### src/rtl/seq_mult_pkg.sv
// Shared types and helpers for the sequential shift-add multiplier.
package seq_mult_pkg;

    typedef enum logic [1:0] {
        IDLE = 2'd0,
        RUN  = 2'd1,
        DONE = 2'd2
    } seq_mult_state_t;

    // Width of a counter that must hold every value from 0 up to n inclusive.
    function automatic int cntWidth(input int n);
        return $clog2(n + 1);
    endfunction

endpackage

### src/rtl/rca_nbit.sv
// N-bit ripple-carry adder: sum/cout = a + b + cin.
module rca_nbit #(
    parameter int N = 8
) (
    input  logic [N-1:0] a,
    input  logic [N-1:0] b,
    input  logic         cin,
    output logic [N-1:0] sum,
    output logic         cout
);

    logic [N:0] carry;

    // Ripple the carry from bit 0 upward, one full adder per bit.
    always_comb begin
        carry    = '0;
        sum      = '0;
        carry[0] = cin;
        for (int i = 0; i < N; i++) begin
            sum[i]       = a[i] ^ b[i] ^ carry[i];
            carry[i+1]   = (a[i] & b[i]) | (carry[i] & (a[i] ^ b[i]));
        end
        cout = carry[N];
    end

endmodule

### src/rtl/seq_mult_nbit.sv
// Sequential shift-add unsigned multiplier, one partial-product step per clock.
// Operands arrive on a ready/valid handshake, the 2N-bit product leaves on another.
// Optional build macro SEQ_MULT_EARLY_DONE_EN: finish as soon as the remaining
// multiplier bits are all zero instead of always running N steps.
module seq_mult_nbit
    import seq_mult_pkg::*;
#(
    parameter int N = 8
) (
    input  logic           clk,
    input  logic           rst_n,
    input  logic           in_valid,
    output logic           in_ready,
    input  logic [N-1:0]   a,
    input  logic [N-1:0]   b,
    output logic           out_valid,
    input  logic           out_ready,
    output logic [2*N-1:0] product
);

    localparam int CW = cntWidth(N);

    seq_mult_state_t state_q, state_d;

    // prod_q layout: [2N] carry slot, [2N-1:N] accumulator, [N-1:0] remaining multiplier.
    logic [N-1:0]  mcand_q, mcand_d;
    logic [2*N:0]  prod_q,  prod_d;
    logic [CW-1:0] cnt_q,   cnt_d;

    logic [N-1:0]  addB;
    logic [N-1:0]  sum;
    logic          cout;
    logic [2*N:0]  stepP;
    logic [CW-1:0] cntDec;
    logic          runDone;
`ifdef SEQ_MULT_EARLY_DONE_EN
    logic          remZero;
`endif

    // The carry slot is always zero once a step is stored; the top bit is never consumed.
    logic unusedCarrySlot;
    assign unusedCarrySlot = prod_q[2*N];

    rca_nbit #(.N(N)) uAdder (
        .a    (prod_q[2*N-1:N]),
        .b    (addB),
        .cin  (1'b0),
        .sum  (sum),
        .cout (cout)
    );

    // One shift-add step: add the multiplicand when the current multiplier bit is set, then shift right.
    always_comb begin
        addB    = prod_q[0] ? mcand_q : '0;
        stepP   = {1'b0, cout, sum, prod_q[N-1:1]};
        cntDec  = cnt_q - CW'(1);
`ifdef SEQ_MULT_EARLY_DONE_EN
        remZero = 1'b1;
        for (int i = 0; i < N; i++) begin
            if ((CW'(i) < cntDec) && stepP[i]) begin
                remZero = 1'b0;
            end
        end
        runDone = remZero;
`else
        runDone = (cnt_q == CW'(1));
`endif
    end

    // State register.
    always_ff @(posedge clk or negedge rst_n) begin
        if (!rst_n) begin
            state_q <= IDLE;
        end else begin
            state_q <= state_d;
        end
    end

    // Next-state logic: accept in IDLE, step in RUN, wait for the consumer in DONE.
    always_comb begin
        state_d = state_q;
        case (state_q)
            IDLE:    if (in_valid)  state_d = RUN;
            RUN:     if (runDone)   state_d = DONE;
            DONE:    if (out_ready) state_d = IDLE;
            default: state_d = IDLE;
        endcase
    end

    // Datapath next values: load operands on accept, advance one step per RUN cycle, hold otherwise.
    always_comb begin
        mcand_d = mcand_q;
        prod_d  = prod_q;
        cnt_d   = cnt_q;
        case (state_q)
            IDLE: begin
                if (in_valid) begin
                    mcand_d = a;
                    prod_d  = {1'b0, {N{1'b0}}, b};
                    cnt_d   = CW'(N);
                end
            end
            RUN: begin
                cnt_d = cntDec;
`ifdef SEQ_MULT_EARLY_DONE_EN
                prod_d = runDone ? (stepP >> cntDec) : stepP;
`else
                prod_d = stepP;
`endif
            end
            default: begin
            end
        endcase
    end

    // Datapath registers, cleared by reset so no stale operand survives.
    always_ff @(posedge clk or negedge rst_n) begin
        if (!rst_n) begin
            mcand_q <= '0;
            prod_q  <= '0;
            cnt_q   <= '0;
        end else begin
            mcand_q <= mcand_d;
            prod_q  <= prod_d;
            cnt_q   <= cnt_d;
        end
    end

    // Handshake outputs; the product is only exposed in DONE so partial sums never leak.
    always_comb begin
        in_ready  = (state_q == IDLE);
        out_valid = (state_q == DONE);
        product   = '0;
        if (state_q == DONE) begin
            product = prod_q[2*N-1:0];
        end
    end

endmodule

### config.mk
export PLATFORM = sky130hd
export DESIGN_NAME = seq_mult_nbit
export DESIGN_NICKNAME = d
export VERILOG_FILES = /design/src/rtl/seq_mult_pkg.sv /design/src/rtl/rca_nbit.sv /design/src/rtl/seq_mult_nbit.sv
export SDC_FILE = /design/constraint.sdc
export NUM_CORES = 1
export LEC_CHECK = 0
export ABC_AREA = 0
export BUFFER_PORTS_ARGS = -buffer_cell sky130_fd_sc_hd__buf_2
export CAP_MARGIN = 0
export CORE_MARGIN = 1.5
export CORE_UTILIZATION = 57
export CTS_BUF_LIST = sky130_fd_sc_hd__clkbuf_8 sky130_fd_sc_hd__clkbuf_16
export CTS_CLUSTER_DIAMETER = 80
export DETAILED_ROUTE_END_ITERATION = 8
export GPL_TIMING_DRIVEN = 1
export PLACE_DENSITY = 0.82
export SYNTH_ARGS = -nofsm -noshare
export SYNTH_HDL_FRONTEND = slang
export SYNTH_SLANG_ARGS = --single-unit
### constraint.sdc
create_clock -name clk -period 6.8 [get_ports clk]
set_clock_uncertainty 0.1 [all_clocks]
set_input_delay 0.68 -clock clk [delete_from_list [all_inputs] [get_ports clk]]
set_output_delay 0.68 -clock clk [all_outputs]
set_load 0.05 [all_outputs]
==> results of run 1 <==
## cell usage after synthesis
library cell and number:
buf_12 1, o31ai_2 1, dfrtp_1 30, nor3b_2 1, and2_1 12, clkbuf_1 1, nor3b_1 1, ha_1 3
buf_4 1, inv_1 12, nand2_1 33, mux2_2 8, a31oi_1 1, nor2_1 7, o21bai_2 1, nor3_1 1
buf_6 1, nand3b_1 2, nand2b_1 1, clkbuf_8 1, fa_1 7, and2b_2 2, o21ai_0 3, a211oi_1 1
o21bai_1 1, o22ai_1 8, a22oi_1 8, buf_2 3
## final cells by class
type	count	area (sq um)	area share, %
Sequential cell	30	750.7	40.90
Multi-Input combinational cell	102	726.9	39.60
Timing Repair Buffer	38	192.7	10.50
Clock buffer	6	82.58	4.499
Inverter	12	45.04	2.454
Tap cell	30	37.54	2.045
## sequential cells by signal, summed over array words and instances, names as in the netlist
name,count
prod_q,16
state_q,2
cnt_q,4
mcand_q,8
## power by group through the flow
stage                     Combinational, mW  Clock [mW]  Sequential, mW
after global routing                  0.362       0.148           0.338
after detailed placement              0.322           0           0.330
after floorplan                       0.280           0           0.304
after CTS                             0.323       0.142           0.327
final                                 0.319       0.138           0.328
after global placement                0.302           0           0.322
## layer usage
metal | up-vias | share of wire (%)
met3 | 7 | 3.7
met5 | - | 0
met2 | 25 | 52
met4 | 0 | 2.0
met1 | 603 | 42
li1 | 574 | -
## through the flow
stage	instance area (sq um)	power (mW)	setup slack, ps
final	1836	0.7852	2923
after global routing	1836	0.8486	2728
after CTS	1836	0.7911	2918
after detailed placement	1753	0.6524	2942
after global placement	1753	0.6239	3079
after floorplan	1594	0.5841	3065
## critical path, stage by stage, from the launching register on
cell     delay, ps
dfrtp_1        500
and2_1         170
ha_1           130
inv_1           50
fa_1           380
fa_1           390
fa_1           390
fa_1           390
fa_1           370
inv_1           70
fa_1           160
inv_1           50
fa_1           480
o22ai_1         90
## logic make-up after synthesis
group,count (synthesis)
AND/OR/NAND/NOR,60
flip-flops,30
AO/OA/AOI/OAI,24
buffers and inverters,20
adder cells (fa/ha/maj),10
multiplexers,8
## final timing paths
path	to	startpoint	slack, ps
max in group asynchronous	mcand_q[3]	rst_n	5840
min in group clk	prod_q[2]	prod_q[2]	400
worst min-delay path	mcand_q[1]	rst_n	320
worst min register to register	prod_q[2]	prod_q[2]	400
worst max register to register	prod_q[14]	prod_q[0]	2920
worst max-delay path	prod_q[14]	prod_q[0]	2920
==> flow_summary.json, run 1 <==
{
  "synth_top_family_by_area": "simple AND/OR/NAND/NOR gates",
  "grt_max_degree": 31,
  "irDropWorstVdd_mv": 0.3178,
  "globalRouteMet2Util_pct": 39.63,
  "power.switching_uw": 310.0,
  "vias_per_cell": 5.546,
  "crit_required_ps": 6830,
  "synth-seq-cells": 30,
  "whs_ps": 323.6,
  "cts_hold_buffers": 0,
  "cts_inserted_buffers": 5,
  "synth_area_sq_um": 1594,
  "grt_busiest_layer": "met2",
  "num_io_pins": 38,
  "max_cap_violations": 0,
  "synth_fa_ha_area_share_pct": 11.15,
  "die_w_um": 55.88,
  "grt_antenna_before_repair": 0,
  "seqPwrFrac_pct": 41.7,
  "cts_tree": "built",
  "drtAntennaViolNets": 0,
  "cts_resized": 0,
  "crit_arrival_ps": 3910,
  "synthSimpleGateAreaFrac_pct": 18.13,
  "rows": 18,
  "utilization_pct": 71.49,
  "hold_viol": 0,
  "final_cells": 218,
  "cts_root_buffer": "clkbuf_8",
  "syn-instance-count": 152,
  "hp-class": "in -> async",
  "placed_cells": 212,
  "netlist.area_leader.share_pct": 47.10,
  "layout_min_cycle_time_ps": 3877,
  "htreeDepth": 2,
  "cts.reportedPaths.clkPinSlew_ps": 60,
  "place_congestion": 0.8300,
  "yosys_warnings": 0,
  "setup_viol": 0,
  "num_vias": 1209,
  "p_int_uw": 475.2,
  "synth_seq_area_share_pct": 47.10,
  "final_common_cell": "buf_2",
  "cp-start-kind": "flip-flop",
  "synth_xor_xnor_area_share_pct": 0,
  "grt_first_pass_wirelength_um": 5464,
  "grt_overflow": 0,
  "n_antenna_cell": 0,
  "grt.total_usage_pct": 22.73,
  "areaGrowthSynthToFinish_pct": 15.15,
  "timing.final.crit_share_pct": 57.01,
  "pwr-share-clk_pct": 17.6,
  "relSlewSlack_pct": 56.30,
  "ys_top_cells_by_area": "dfrtp_1 (47%), fa_1 (8.8%), nand2_1 (7.8%)",
  "numClockSinks": 30,
  "synth.distinct_cells": 28,
  "layout-drive-gt1-share_pct": 30.32,
  "use_met1_pct": 25.19,
  "nets": 219,
  "synth-compound-area-share_pct": 10.68,
  "path_max_fanout": 10,
  "fp.dieH_um": 55.88,
  "io_buffer_count": 37,
  "cts_setup_buffers": 0,
  "critPathCaptureType": "flip-flop",
  "power_density_nw_per_um2": 427.8,
  "outcome": "finished clean",
  "avgSynthCellArea_sq_um": 10.49,
  "max_clock_freq_mhz": 257.9,
  "drv_slew": 0,
  "clock_latency_ps": 280,
  "fillers": 200,
  "switching_share_pct": 39.48,
  "drt_wl_total_um": 3203,
  "first_pass_iters": 4,
  "synthMuxAreaShare_pct": 5.651,
  "wl_per_cell_um": 14.69,
  "rsz0062_at_grt": "false",
  "grt_pass1_vias": 1309,
  "syn-num-nets": 182,
  "drtIter0Drc": 36,
  "die_area_sq_um": 3123,
  "r2r_cells": 13,
  "tightestPinTransition_ps": 655.6,
  "drcViolationCount": 0,
  "hpwl_um": 2374,
  "cts_buffer_depth": 2,
  "setup_tns_ps": 0,
  "p_comb_share_pct": 40.7,
  "start_util_pct": 62.09,
  "grt_use_met3_pct": 6.047,
  "final_cell_mix": "buf_2 (37), nand2_1 (33), dfrtp_1 (30), and2_1 (12), inv_1 (12)",
  "synth_top_cell_by_area": "dfrtp_1",
  "core_sq_um": 2567,
  "crit_type": "reg -> reg",
  "p_leak_nw": 0.8991
}
No activity file was read; power rests on OpenSTA's default activity.
==> run 2: changes to the inputs <==
--- a/config.mk
+++ b/config.mk
@@ -9,12 +9,12 @@
 export BUFFER_PORTS_ARGS = -buffer_cell sky130_fd_sc_hd__buf_2
 export CAP_MARGIN = 0
 export CORE_MARGIN = 1.5
-export CORE_UTILIZATION = 57
+export CORE_UTILIZATION = 47
 export CTS_BUF_LIST = sky130_fd_sc_hd__clkbuf_8 sky130_fd_sc_hd__clkbuf_16
 export CTS_CLUSTER_DIAMETER = 80
 export DETAILED_ROUTE_END_ITERATION = 8
 export GPL_TIMING_DRIVEN = 1
-export PLACE_DENSITY = 0.82
+export PLACE_DENSITY = 0.72
 export SYNTH_ARGS = -nofsm -noshare
 export SYNTH_HDL_FRONTEND = slang
 export SYNTH_SLANG_ARGS = --single-unit
==> constraint.sdc (replaced) <==
create_clock -name clk -period 3.5 [get_ports clk]
set_clock_uncertainty 0.1 [all_clocks]
set_input_delay 0.35 -clock clk [delete_from_list [all_inputs] [get_ports clk]]
set_output_delay 0.35 -clock clk [all_outputs]
set_load 0.05 [all_outputs]
==> run 2 against run 1 <==
The run now ends with negative hold slack left; via count down 2.0%; clock power up 100%; first-iteration DRC count up 86%; maximum frequency up 15%; die area up 20%; final cell count up 7.8%; core utilization down 11 points; cell area up 2.5%; combinational power up 100%; sequential power up 90%.
==> flow_summary.json, run 2 (synthesis results as in run 1) <==
{
  "p_leak_nw": 0.9143,
  "rsz0062_at_grt": "true",
  "multi_input_area_sq_um": 739.5,
  "first_pass_iters": 4,
  "violations": "negative hold slack",
  "drcViolationCount": 0,
  "cp.depth": 13,
  "num_io_pins": 38,
  "final_cell_mix": "buf_2 (37), nand2_1 (33), dfrtp_1 (30), inv_1 (13), and2_1 (12)",
  "grt_overflow": 0,
  "whs_ps": -4.525,
  "cpPeakStageDelay_ps": 480,
  "cts.reportedPaths.clkPinSlew_ps": 60,
  "crit_family": "adder cells",
  "rows": 20,
  "cp_slowest_cell": "fa_1",
  "drv_slew": 0,
  "num_vias": 1185,
  "final_common_cell": "buf_2",
  "max_flop_register": "prod_q",
  "start_util_pct": 50.96,
  "place_congestion": 0.7989,
  "grt_first_pass_wirelength_um": 5292,
  "cts_tree": "built",
  "crit_type": "reg -> reg",
  "layout-drive-gt1-share_pct": 33.51,
  "critPathCaptureType": "flip-flop",
  "drtAntennaViolNets": 0,
  "vias_per_cell": 5.043,
  "layout_min_cycle_time_ps": 3382,
  "fillers": 280,
  "max_clock_freq_mhz": 295.7,
  "hpwl_um": 2313,
  "hold_viol": 2,
  "drt_wl_total_um": 3147,
  "biggestRegsByFlops": "prod_q: 16 flops, mcand_q: 8 flops, cnt_q: 4 flops",
  "grt_max_degree": 31,
  "power_density_nw_per_um2": 821.8,
  "dpl-instance-area_sq_um": 1785,
  "grt_antenna_before_repair": 0,
  "hp-class": "in -> async",
  "die_w_um": 61.24,
  "crit_required_ps": 3530,
  "clock_latency_ps": 280,
  "timing.final.crit_share_pct": 96.62,
  "cts_inserted_buffers": 5,
  "n_antenna_cell": 0,
  "wl_per_cell_um": 13.39,
  "regArea_sq_um": 750.7,
  "crit_arrival_ps": 3420,
  "setup_viol": 0,
  "r2r_cells": 13,
  "cpMostUsedCell": "fa_2",
  "reg2reg_from": "prod_q[0]",
  "io_buffer_count": 37,
  "max_cap_violations": 0,
  "path_max_fanout": 2,
  "cts_root_buffer": "clkbuf_8",
  "nets": 220,
  "path_cells": "and2_1 > ha_1 > inv_1 > fa_2 > fa_2 > fa_2 > fa_2 > fa_2 > inv_1 > fa_1 > inv_1 > fa_1 > o22ai_1",
  "relSlewSlack_pct": 56.33,
  "crit_start": "prod_q[0]",
  "areaGrowthSynthToFinish_pct": 18.05,
  "largest_reg_flops": 16,
  "cp-start-kind": "flip-flop",
  "outcome": "finished with violations",
  "irDropWorstVdd_mv": 0.4118,
  "grt_pass1_vias": 1171,
  "fin_area_sq_um": 1882,
  "core_sq_um": 3128,
  "cts_buffer_depth": 2,
  "path_buf_inv": 3,
  "tightestPinTransition_ps": 655.1,
  "grt.total_usage_pct": 19.89,
  "cts_hold_buffers": 0,
  "numClockSinks": 30,
  "die_area_sq_um": 3750,
  "fp.dieH_um": 61.24,
  "drtIter0Drc": 67,
  "htreeDepth": 2
}
## run 2: changes by cell type in the layout (fill, tap and decap cells not counted)
| cell | delta |
|---|---|
| buf_4 | +1 |
| clkinv_2 | +1 |
| fa_1 | -5 |
| fa_2 | +5 |
| inv_1 | +1 |
## run 2: per-layer routing
metal  vias up  global-route usage, %  share of wire (%)
met1       578                  27.13                 45
li1        574                      -                  -
met3         5                  5.672                4.0
met5         -                      0                  0
met4         0                  5.590               0.99
met2        28                  31.31                 50
## run 2: where the power goes
group	switching, mW	internal, mW
clock	0.124	0.155
combinational	0.369	0.274
sequential	0.113	0.511
## run 2: what timing repair did
action                                  in CTS  in global routing
endpoints found under the setup margin       0                  2
buffers inserted                             0                  0
gates resized for setup                      0                  2
## run 2: area by class of cell
| class | instances | share of cell area (%) |
|---|---|---|
| flip-flops and latches | 30 | 39.89 |
| multi-input cells | 102 | 39.30 |
| repair buffers | 39 | 10.64 |
| clock buffers | 6 | 4.388 |
| well taps | 44 | 2.926 |
| inverters | 12 | 2.394 |
| clock inverters | 2 | 0.4654 |
## run 2: path summary, 6_finish.rpt
check / endpoint / slack [ps]
worst max-delay path: prod_q[14] / 120
worst min-delay path: mcand_q[2] / -5
worst max register to register: prod_q[14] / 120
worst min register to register: mcand_q[0] / 400
max in group asynchronous: mcand_q[1] / 2870
min in group clk: state_q[1] / 180
## run 2: stage by stage
stage | instances | TNS (ps) | utilization [%] | worst slack [ps] | total power [mW]
final | 235 | 0 | 60.16 | 118.3 | 1.547
after global routing | 235 | -44.53 | 60.16 | -44.53 | 1.690
after detailed placement | 227 | 0 | 57.08 | 31.79 | 1.278
after global placement | 227 | 0 | 57.08 | 87.95 | 1.233
after CTS | 235 | 0 | 60.00 | 14.85 | 1.560
after floorplan | 152 | 0 | - | 8.131 | 1.150
## run 2: worst reg2reg max path: cells and delay by family, from the launching register on
| family | cells | cell delay (ps) |
|---|---|---|
| buffers and inverters | 3 | 170 |
| DFF | 1 | 340 |
| adders and majority gates | 8 | 2430 |
| AOI/OAI and AO/OA | 1 | 70 |
| and+or+nand+nor | 1 | 120 |
==> run 3: changes to the inputs <==
--- a/config.mk
+++ b/config.mk
@@ -8,13 +8,15 @@
 export ABC_AREA = 0
 export BUFFER_PORTS_ARGS = -buffer_cell sky130_fd_sc_hd__buf_2
 export CAP_MARGIN = 0
+export CELL_PAD_IN_SITES_DETAIL_PLACEMENT = 1
+export CELL_PAD_IN_SITES_GLOBAL_PLACEMENT = 2
 export CORE_MARGIN = 1.5
-export CORE_UTILIZATION = 47
+export CORE_UTILIZATION = 30
 export CTS_BUF_LIST = sky130_fd_sc_hd__clkbuf_8 sky130_fd_sc_hd__clkbuf_16
 export CTS_CLUSTER_DIAMETER = 80
 export DETAILED_ROUTE_END_ITERATION = 8
 export GPL_TIMING_DRIVEN = 1
-export PLACE_DENSITY = 0.72
+export PLACE_DENSITY = 0.73
 export SYNTH_ARGS = -nofsm -noshare
 export SYNTH_HDL_FRONTEND = slang
 export SYNTH_SLANG_ARGS = --single-unit
==> run 3 against run 2 <==
The flow still finishes with violations (negative hold slack); die area is 54% higher; cell area is 2.2% higher; power is 2.5% higher; count of clock-buffer cells in the layout stayed put; first-iteration DRC count is 45% lower; global-route usage is 4.7 points lower; clock power is 2% higher; wire length is 21% higher; final cell count is 11% higher; hold slack worse by 1.5 ps.
==> flow_summary.json, run 3 (synthesis results as in run 1) <==
{
  "tightestPinTransition_ps": 681.4,
  "drtAntennaViolNets": 0,
  "rows": 26,
  "crit_required_ps": 3540,
  "post-place-ws_ps": -21.84,
  "start_util_pct": 31.21,
  "outcome": "finished with violations",
  "clock_latency_ps": 280,
  "violations": "negative hold slack",
  "vias_per_cell": 4.625,
  "drt_wl_total_um": 3794,
  "irDropWorstVdd_mv": 0.2947,
  "max_flop_register": "prod_q",
  "multi_input_area_sq_um": 748.2,
  "biggestRegsByFlops": "prod_q: 16 flops, mcand_q: 8 flops, cnt_q: 4 flops",
  "n_antenna_cell": 0,
  "cp-start-kind": "flip-flop",
  "max_cap_violations": 0,
  "utilization_pct": 37.65,
  "core_sq_um": 5107,
  "whs_ps": -5.994,
  "r2r_cells": 13,
  "areaGrowthSynthToFinish_pct": 20.64,
  "final_cell_mix": "buf_2 (37), nand2_1 (33), dfrtp_1 (30), inv_1 (12), and2_1 (11)",
  "numClockSinks": 30,
  "nets": 220,
  "fp.dieH_um": 75.90,
  "num_vias": 1207,
  "hp-class": "in -> async",
  "path_max_fanout": 2,
  "grt_overflow": 0,
  "first_pass_iters": 4,
  "cts_root_buffer": "clkbuf_8",
  "grt_antenna_before_repair": 0,
  "wl_per_cell_um": 14.54,
  "drv_slew": 0,
  "largest_reg_flops": 16,
  "regArea_sq_um": 750.7,
  "fillers": 614,
  "hpwl_um": 2850,
  "drcViolationCount": 0,
  "die_w_um": 75.90,
  "place_congestion": 0.7314,
  "layout-drive-gt1-share_pct": 34.55,
  "io_buffer_count": 37,
  "die_area_sq_um": 5760,
  "cts_tree": "built",
  "htreeDepth": 2,
  "final_common_cell": "buf_2",
  "p_leak_nw": 0.9147,
  "relSlewSlack_pct": 54.58,
  "grt_max_degree": 31,
  "setup_viol": 0,
  "cts_inserted_buffers": 5,
  "power_density_nw_per_um2": 824.3,
  "crit_arrival_ps": 3490,
  "hold_viol": 4,
  "cts_setup_buffers": 0,
  "grt.total_usage_pct": 15.15,
  "grt_pass1_vias": 1311,
  "rsz0062_at_grt": "true",
  "layout_min_cycle_time_ps": 3451,
  "cts_buffer_depth": 2,
  "reg2reg_slack_ps": 50,
  "critPathCaptureType": "flip-flop",
  "setup_slack_ps": 48.91,
  "num_io_pins": 38,
  "max_clock_freq_mhz": 289.8,
  "cts.reportedPaths.clkPinSlew_ps": 70,
  "crit_type": "reg -> reg",
  "timing.final.crit_share_pct": 98.60,
  "cts_hold_buffers": 0,
  "drtIter0Drc": 37,
  "grt_first_pass_wirelength_um": 6216
}
==> run 3: path summary, 6_finish.rpt <==
| check | startpoint | to |
|---|---|---|
| max in group asynchronous | rst_n | mcand_q[6] |
| worst min-delay path | rst_n | prod_q[1] |
| worst max-delay path | prod_q[0] | prod_q[14] |
| worst min register to register | prod_q[3] | prod_q[3] |
| min in group clk | out_ready | state_q[1] |
| worst max register to register | prod_q[0] | prod_q[14] |
==> run 3: report_power, final <==
part / switching (mW) / leakage (nW) / internal, mW
combinational: 0.386 / 0.494 / 0.283
clock: 0.130 / 0.0524 / 0.155
sequential: 0.120 / 0.369 / 0.511
==> run 3: layout make-up <==
| type | count | area share, % |
|---|---|---|
| Inverter | 12 | 2.342 |
| Multi-Input combinational cell | 102 | 38.91 |
| Timing Repair Buffer | 39 | 10.41 |
| Clock buffer | 6 | 4.294 |
| Tap cell | 70 | 4.554 |
| Sequential cell | 30 | 39.04 |
| Clock inverter | 2 | 0.4554 |
==> run 3: timing repair <==
item,CTS,global route
resized for setup,3,1
setup endpoints to repair,1,2
pin swaps,1,1
endpoints found under the hold margin,0,0
==> run 3: routing by layer <==
metal,wire [um],up-vias,global-route usage (%)
met2,1808,40,24.93
met4,80,0,7.143
met1,1639,585,18.14
met5,0,-,0
li1,-,574,-
met3,264,8,4.497
==> run 3: metrics by stage <==
stage / TNS, ps / instances / power [mW] / cell area [sq um]
floorplan: 0 / 152 / 1.150 / 1612
global placement: 0 / 253 / 1.269 / 1824
detailed placement: -21.84 / 253 / 1.315 / 1824
CTS: 0 / 261 / 1.618 / 1923
global route: -79.52 / 261 / 1.732 / 1923
finish: 0 / 261 / 1.585 / 1923
==> run 3: critical path, stage by stage (launching register included) <==
cell     delay (ps)
dfrtp_1         350
and2_4          150
ha_1            130
inv_1            50
fa_2            340
fa_2            360
fa_2            340
fa_2            350
fa_2            340
inv_2            60
fa_1            150
inv_1            50
fa_1            470
o22ai_1          80
